[src/rtl/add8_result_fifo.sv]
// add8_result_fifo: show-ahead result FIFO placed after an 8-bit adder.
// Each accepted entry stores the sum with its unsigned carry-out and signed
// overflow flags. The consumer drains entries with a valid/ready handshake.
module add8_result_fifo #(
  parameter int WIDTH = 8,
  parameter int DEPTH = 4,
  parameter int CW    = 3
) (
  input  logic             CLK,
  input  logic             RESET,
  input  logic [WIDTH-1:0] I0,
  input  logic [WIDTH-1:0] I1,
  input  logic [WIDTH-1:0] S,
  input  logic             in_valid,
  output logic             in_ready,
  output logic [WIDTH-1:0] out_data,
  output logic             out_carry,
  output logic             out_ovf,
  output logic             out_valid,
  input  logic             out_ready,
  output logic [CW-1:0]    count,
  output logic             ovf_sticky
);

  localparam int AW = $clog2(DEPTH);
  localparam int EW = WIDTH + 2;

  // The sum wrapped below operand 0 exactly when the true addition carried out.
  function automatic logic carry_of(input logic [WIDTH-1:0] a,
                                    input logic [WIDTH-1:0] sum);
    return (sum < a);
  endfunction

  // Signed overflow: both operands share a sign and the sum's sign differs.
  function automatic logic ovf_of(input logic [WIDTH-1:0] a,
                                  input logic [WIDTH-1:0] b,
                                  input logic [WIDTH-1:0] sum);
    return (a[WIDTH-1] == b[WIDTH-1]) && (sum[WIDTH-1] != a[WIDTH-1]);
  endfunction

  logic [EW-1:0] mem_r [DEPTH];
  logic [AW-1:0] wr_ptr_r;
  logic [AW-1:0] rd_ptr_r;
  logic [CW-1:0] count_r;
  logic          ovf_sticky_r;

  logic          push_s;
  logic          pop_s;
  logic          in_ovf_s;
  logic [EW-1:0] in_entry_s;
  logic [EW-1:0] head_s;

  // Handshake qualification and the entry formed from the current input.
  always_comb begin
    in_ready   = (count_r != CW'(DEPTH));
    out_valid  = (count_r != {CW{1'b0}});
    push_s     = in_valid && in_ready;
    pop_s      = out_valid && out_ready;
    in_ovf_s   = ovf_of(I0, I1, S);
    in_entry_s = {in_ovf_s, carry_of(I0, S), S};
    head_s     = mem_r[rd_ptr_r];
  end

  // Storage, pointers, occupancy and the sticky overflow flag.
  always_ff @(posedge CLK) begin
    if (RESET) begin
      for (int i = 0; i < DEPTH; i++) begin
        mem_r[i] <= {EW{1'b0}};
      end
      wr_ptr_r     <= {AW{1'b0}};
      rd_ptr_r     <= {AW{1'b0}};
      count_r      <= {CW{1'b0}};
      ovf_sticky_r <= 1'b0;
    end else begin
      if (push_s) begin
        mem_r[wr_ptr_r] <= in_entry_s;
        wr_ptr_r        <= wr_ptr_r + AW'(1);
        if (in_ovf_s) begin
          ovf_sticky_r <= 1'b1;
        end
      end
      if (pop_s) begin
        rd_ptr_r <= rd_ptr_r + AW'(1);
      end
      case ({push_s, pop_s})
        2'b10:   count_r <= count_r + CW'(1);
        2'b01:   count_r <= count_r - CW'(1);
        default: count_r <= count_r;
      endcase
    end
  end

  // Head entry fields and status straight from registers (show-ahead).
  always_comb begin
    out_data   = head_s[WIDTH-1:0];
    out_carry  = head_s[WIDTH];
    out_ovf    = head_s[WIDTH+1];
    count      = count_r;
    ovf_sticky = ovf_sticky_r;
  end

endmodule

[config.mk]
export PLATFORM = sky130hd
export DESIGN_NAME = add8_result_fifo
export DESIGN_NICKNAME = d
export VERILOG_FILES = /design/src/rtl/add8_result_fifo.sv
export SDC_FILE = /design/constraint.sdc
export NUM_CORES = 1
export LEC_CHECK = 0
export CORE_ASPECT_RATIO = 0.6
export CORE_UTILIZATION = 34
export CTS_CLUSTER_SIZE = 12
export DETAILED_ROUTE_END_ITERATION = 6
export DONT_BUFFER_PORTS = 1
export GPL_TIMING_DRIVEN = 0
export SLEW_MARGIN = 0
export SYNTH_ARGS = -nofsm -noshare
export SYNTH_HDL_FRONTEND = slang
export SYNTH_SLANG_ARGS = --single-unit
[constraint.sdc]
create_clock -name CLK -period 2.2 [get_ports CLK]
set_clock_uncertainty 0.05 [all_clocks]
set_input_delay 0.44 -clock CLK [delete_from_list [all_inputs] [get_ports CLK]]
set_output_delay 0.44 -clock CLK [all_outputs]
set_load 0.1 [all_outputs]
# Word level (Yosys, flattened, before mapping)
# Memories as Yosys holds them, arrays and structs flattened. A register that Yosys moved wholly into a read port is not among the register bits.
# Index checks and enable logic that the tools add are counted.
# W data, S select, Z words.
[totals]
mem_bits_rw = 40
reg_bits = 8
rom_bits = 0
elab_cells = 33
in_bits = 28
n_memories = 1
out_inout_bits = 16
latch_bits = 0
[mem_list]
columns = ["name", "words", "width", "read_ports", "rd_ports_with_merged_regs", "write_ports", "line_no", "source"]
rows = [
  ["mem_r", 4, 10, 1, 1, 4, "41", "logic [EW-1:0] mem_r [DEPTH];"],
]
[classes]
div = 0
order_cmp = 1
reduce_logical = 7
n_eq_ne = 5
n_shift = 0
mux = 11
multipliers = 0
n_bitwise = 0
addsub = 4
[op_table]
columns = ["cell", "count"]
rows = [
  ["$mux W10", 1],
  ["$reduce_or A10 Y1", 1],
  ["$lt A8 B8 Y1", 1],
  ["$mux W1", 6],
  ["$mux W2", 3],
  ["$pmux W3 S2", 1],
  ["$add A2 B1 Y2 const B", 2],
  ["$add A3 B1 Y3 const B", 1],
  ["$logic_and A1 B1 Y1", 3],
  ["$ne A3 B3 Y1 const B", 1],
  ["$reduce_bool A3 Y1", 1],
  ["$sub A3 B1 Y3 const B", 1],
  ["$eq A2 B1 Y1 const B", 1],
  ["$eq A2 B2 Y1 const B", 1],
  ["$reduce_and A2 Y1", 1],
  ["$reduce_bool A2 Y1", 1],
  ["$eq A1 B1 Y1", 1],
  ["$ne A1 B1 Y1", 1],
]

# Logic depth before layout (Yosys ltp)
[depth]
ltp_word = 7
depth_mapped = 9
mapped_depth_nobuf = 9

# Worst setup path after synthesis
# OpenSTA, ideal clock, no wires.
[synth_timing]
path_type = "flip-flop to flip-flop"
from = "reg count_r[2], in the netlist count[2]"
to = "reg count_r[2], in the netlist count[2]"
arrival_time_ns = 2.946
path_buffers = 0
setup_time_ns = 0.070
stages_incl_launch_ff = 10
setup_slack_ns = -0.866
path_cell_list = "dfxtp_1 nor3b_4 inv_2 nand2_1 ha_1 inv_1 fa_1 xor2_1 or3_1 a21oi_1"
[synth_between]
elab_chain_cells = 4
word_cells_on_any_way = 10
classes_between = "add/sub (2); eq/ne (3); mux (1); reduce/logical (4)"
[synth_rtl]
columns = ["element", "line_no", "source"]
rows = [
  ["start, declared", "44", "logic [CW-1:0] count_r;"],
  ["start signal, assigned", "72", "count_r <= {CW{1'b0}};"],
  ["start signal, assigned", "86", "2'b10: count_r <= count_r + CW'(1);"],
  ["start signal, assigned", "87", "2'b01: count_r <= count_r - CW'(1);"],
  ["$ne A3 B3 Y1 *", "55", "in_ready = (count_r != CW'(DEPTH));"],
  ["via in_ready", "15", "output logic in_ready,"],
  ["$logic_and A1 B1 Y1 *", "57", "push_s = in_valid && in_ready;"],
  ["$eq A2 B1 Y1 or $eq A2 B2 Y1 (tied branches)", "85", "case ({push_s, pop_s})"],
  ["$pmux W3 S2 or $reduce_bool A2 Y1 (tied branches)", "n/a", ""],
]
# Mark *: on every way through the listed nets, which the timed path passes. The rest lies on a longest branch.
# A chain may end at the register's enable or synchronous reset.

# Worst setup path in the final report
# Same ends and word-level chain as after synthesis.

==> reports/metrics.yaml <==
clock_tree:
  clock_sinks: 50
  cts_hold_buf: 0
  root_buffer: "clkbuf_16"
  clock_latency_ns: 0.28
  numCtsBuffers: 5
  cts_htree_levels: 2
  clockBufferDepth: 2
  cts_tree: "built"
  path_clk_slew_ns: 0.06
logic_synthesis:
  synth_area_leaders: "edfxtp_1 50%, mux4_2 9.4%, dfxtp_1 8.4%"
  synthArstFlopShare: 0
  ys.flop_type: "edfxtp_1"
  synth_edf_count: 40
  synth_cell_types: 38
  synth_top_area_frac: 0.503
  seq_area_frac_synth: 0.587
  syn_nets: 212
  yosys_warnings: 0
  synth.avg_cell_area_sq_um: 13.6
  synth_area_leader_cell: "edfxtp_1"
  synth.most_common_cell: "edfxtp_1"
  synth_commonest_cells: "40 x edfxtp_1, 24 x and2_1, 14 x nor2_1, 12 x inv_1"
  synth_area_sq_um: 2390
  ys_ff_latch: 50
  syn_inst: 175
power:
  finalPower_w: 0.00351
  comb_power_share: 0.382
  switching_share: 0.449
  seqPwrFrac: 0.411
  p_per_area_nw_per_um2: 1290
  p_int_w: 0.00193
  leakage_nw: 1.05
  clkPwrFrac: 0.207
  vdd_drop_max_mv: 0.732
  switchingPower_w: 0.00157
worst_setup_path:
  r2r_setup_slack_ns: -0.19
  rr_endpoint: "count[2]"
  worst_path_largest_cell_delay_ns: 0.56
  cpLargestDelayFamily: "simple AND/OR/NAND/NOR gates"
  worstPathArrival_ns: 2.55
  crit_slowest_cell: "dfxtp_4"
  worstSetupStartpointType: "register"
  path_cells: "nor3b_4, bufinv_8, nand2_4, ha_4, inv_2, fa_2, xor2_1, or3_1, a21oi_2"
  crit_type: "reg -> reg"
  required_ns: 2.37
  cp_num_buf_inv: 2
  r2r-start: "count[2]"
  reg2regPathDepth: 9
  worstSetupStartpoint: "count[2]"
  endpoint_kind: "register"
  critPathMaxFanout: 6
floorplan:
  ioPinCount: 44
  fp.coreArea_sq_um: 6730
  dieArea_sq_um: 7370
  rows: 23
  start_util: 0.355
  die_h_um: 66.9
  die_w_um: 110
sta:
  setup_ws_ns: -0.186
  drv_slew: 0
  maxSlewHeadroom: 0.351
  hold_violations: 0
  rsz0062_at_grt: "yes"
  setup_violations: 2
  fmax_ghz: 0.419
  fin_crit_sh: 1.08
  fin_crit_ns: 2.39
  worstMarginPinSlew_ns: 0.971
route:
  drtIter0Drc: 108
  route.antenna.remaining_nets: 0
  dr.pass1.iters: 4
  via_per_inst: 4.82
  avgRoutedWirePerCell_um: 17.3
  num_vias: 1315
  drt_wl_total_um: 4740
  drcViolationCount: 0
grt:
  grt_first_pass_wirelength_um: 7450
  grt_overflow_total: 0
  grt_max_degree: 15
  track_usage: 0.148
  antenna_found_initial: 0
  grt_pass1_vias: 1302
layout:
  area_growth_pct: 13.9
  fin_nets: 222
  num_antenna_cells: 0
  finish.utilization: 0.404
  drive_gt1_frac: 0.220
  fillers: 652
worst_hold_path:
  min_to: "wr_ptr_r[1]"
  holdPathStages: 2
  hp-start: "RESET"
  hold_path_class: "in -> reg"
run:
  cap_violations: 0
outcome:
  status: "complete, but fails checks"
  failed_checks: "setup timing"
place:
  port_buffers: 0
  place_congestion: 0.689
  dp_hpwl_um: 3480
==> placed cells by master (no fill, tap or decap), types with 3 or more instances in the layout <==
cell	instances
clkbuf_16	5
a21oi_1	3
dfxtp_1	7
and2_1	24
mux4_2	10
ha_1	7
nand2b_1	4
nor2_1	14
inv_1	11
edfxtp_1	40
and3_1	8
xor2_1	4
buf_4	5
or3_1	4
dfxtp_4	3
==> per-layer routing <==
metal,routed length [um],GRT usage,vias to the layer above
li1,-,-,651
met1,2530,0.223,615
met2,1830,0.188,47
met3,353,0.0577,2
met4,25,0.0444,0
met5,0,0,-
==> worst max path at each step <==
stage / end / cells after the start / slack (ns)
final: count[2] / 9 / -0.19
after global routing: count[2] / 9 / -0.31
after CTS: count[2] / 9 / -0.18
after detailed placement: count[2] / 9 / -0.22
after global placement: count[2] / 9 / -0.23
after floorplan: count[2] / 9 / -0.12
==> through the flow <==
stage               setup TNS [ns]  hold slack [ns]  setup WS (ns)  area, sq um  std cells
finish                      -0.213            0.273         -0.186         2720        273
global placement             -2.07            0.459         -0.232         2540        262
floorplan                   -0.119            0.435         -0.119         2430        175
CTS                         -0.305            0.268         -0.183         2700        271
global route                -0.406            0.284         -0.312         2720        273
detailed placement           -1.82            0.469         -0.217         2540        262
==> sequential cells by signal, summed over array words and instances, names as in the netlist, named ones only <==
signal      cells
count           3
mem_r          40
ovf_sticky      1
rd_ptr_r        2
wr_ptr_r        2
==> timing repair <==
item | 4_1_cts | 5_1_grt
endpoints found under the setup margin | 42 | 32
buffers inserted | 2 | 2
gates resized for setup | 3 | 4
==> area by class of cell <==
cell class	count	area (sq um)	share of cell area
Inverter	13	62.6	0.0230
Buffer	4	27.5	0.0101
Sequential cell	50	1410	0.519
Timing Repair Buffer	4	30.0	0.0110
Tap cell	87	109	0.0400
Clock buffer	6	129	0.0474
Clock inverter	2	8.76	0.00322
Multi-Input combinational cell	107	941	0.346
==> cell families (layout without fill, tap and decap cells) <==
logic type	Yosys count	in the layout	synth area share
AND/OR/NAND/NOR	69	69	0.178
multiplexers	10	10	0.0943
flip-flops	50	50	0.587
XOR/XNOR	6	6	0.0220
adder cells (fa/ha/maj)	9	9	0.0503
buffers and inverters	18	29	0.0325
AO/OA/AOI/OAI	13	13	0.0356
==> power by group through the flow <==
stage / Clock (W) / Sequential, W / Combinational [W]
after global placement: 0 / 0.00145 / 0.00132
after floorplan: 0 / 0.00143 / 0.00122
after CTS: 0.000737 / 0.00144 / 0.00134
final: 0.000725 / 0.00144 / 0.00134
after detailed placement: 0 / 0.00145 / 0.00133
after global routing: 0.000789 / 0.00146 / 0.00141
No activity file was read; power rests on OpenSTA's default activity.
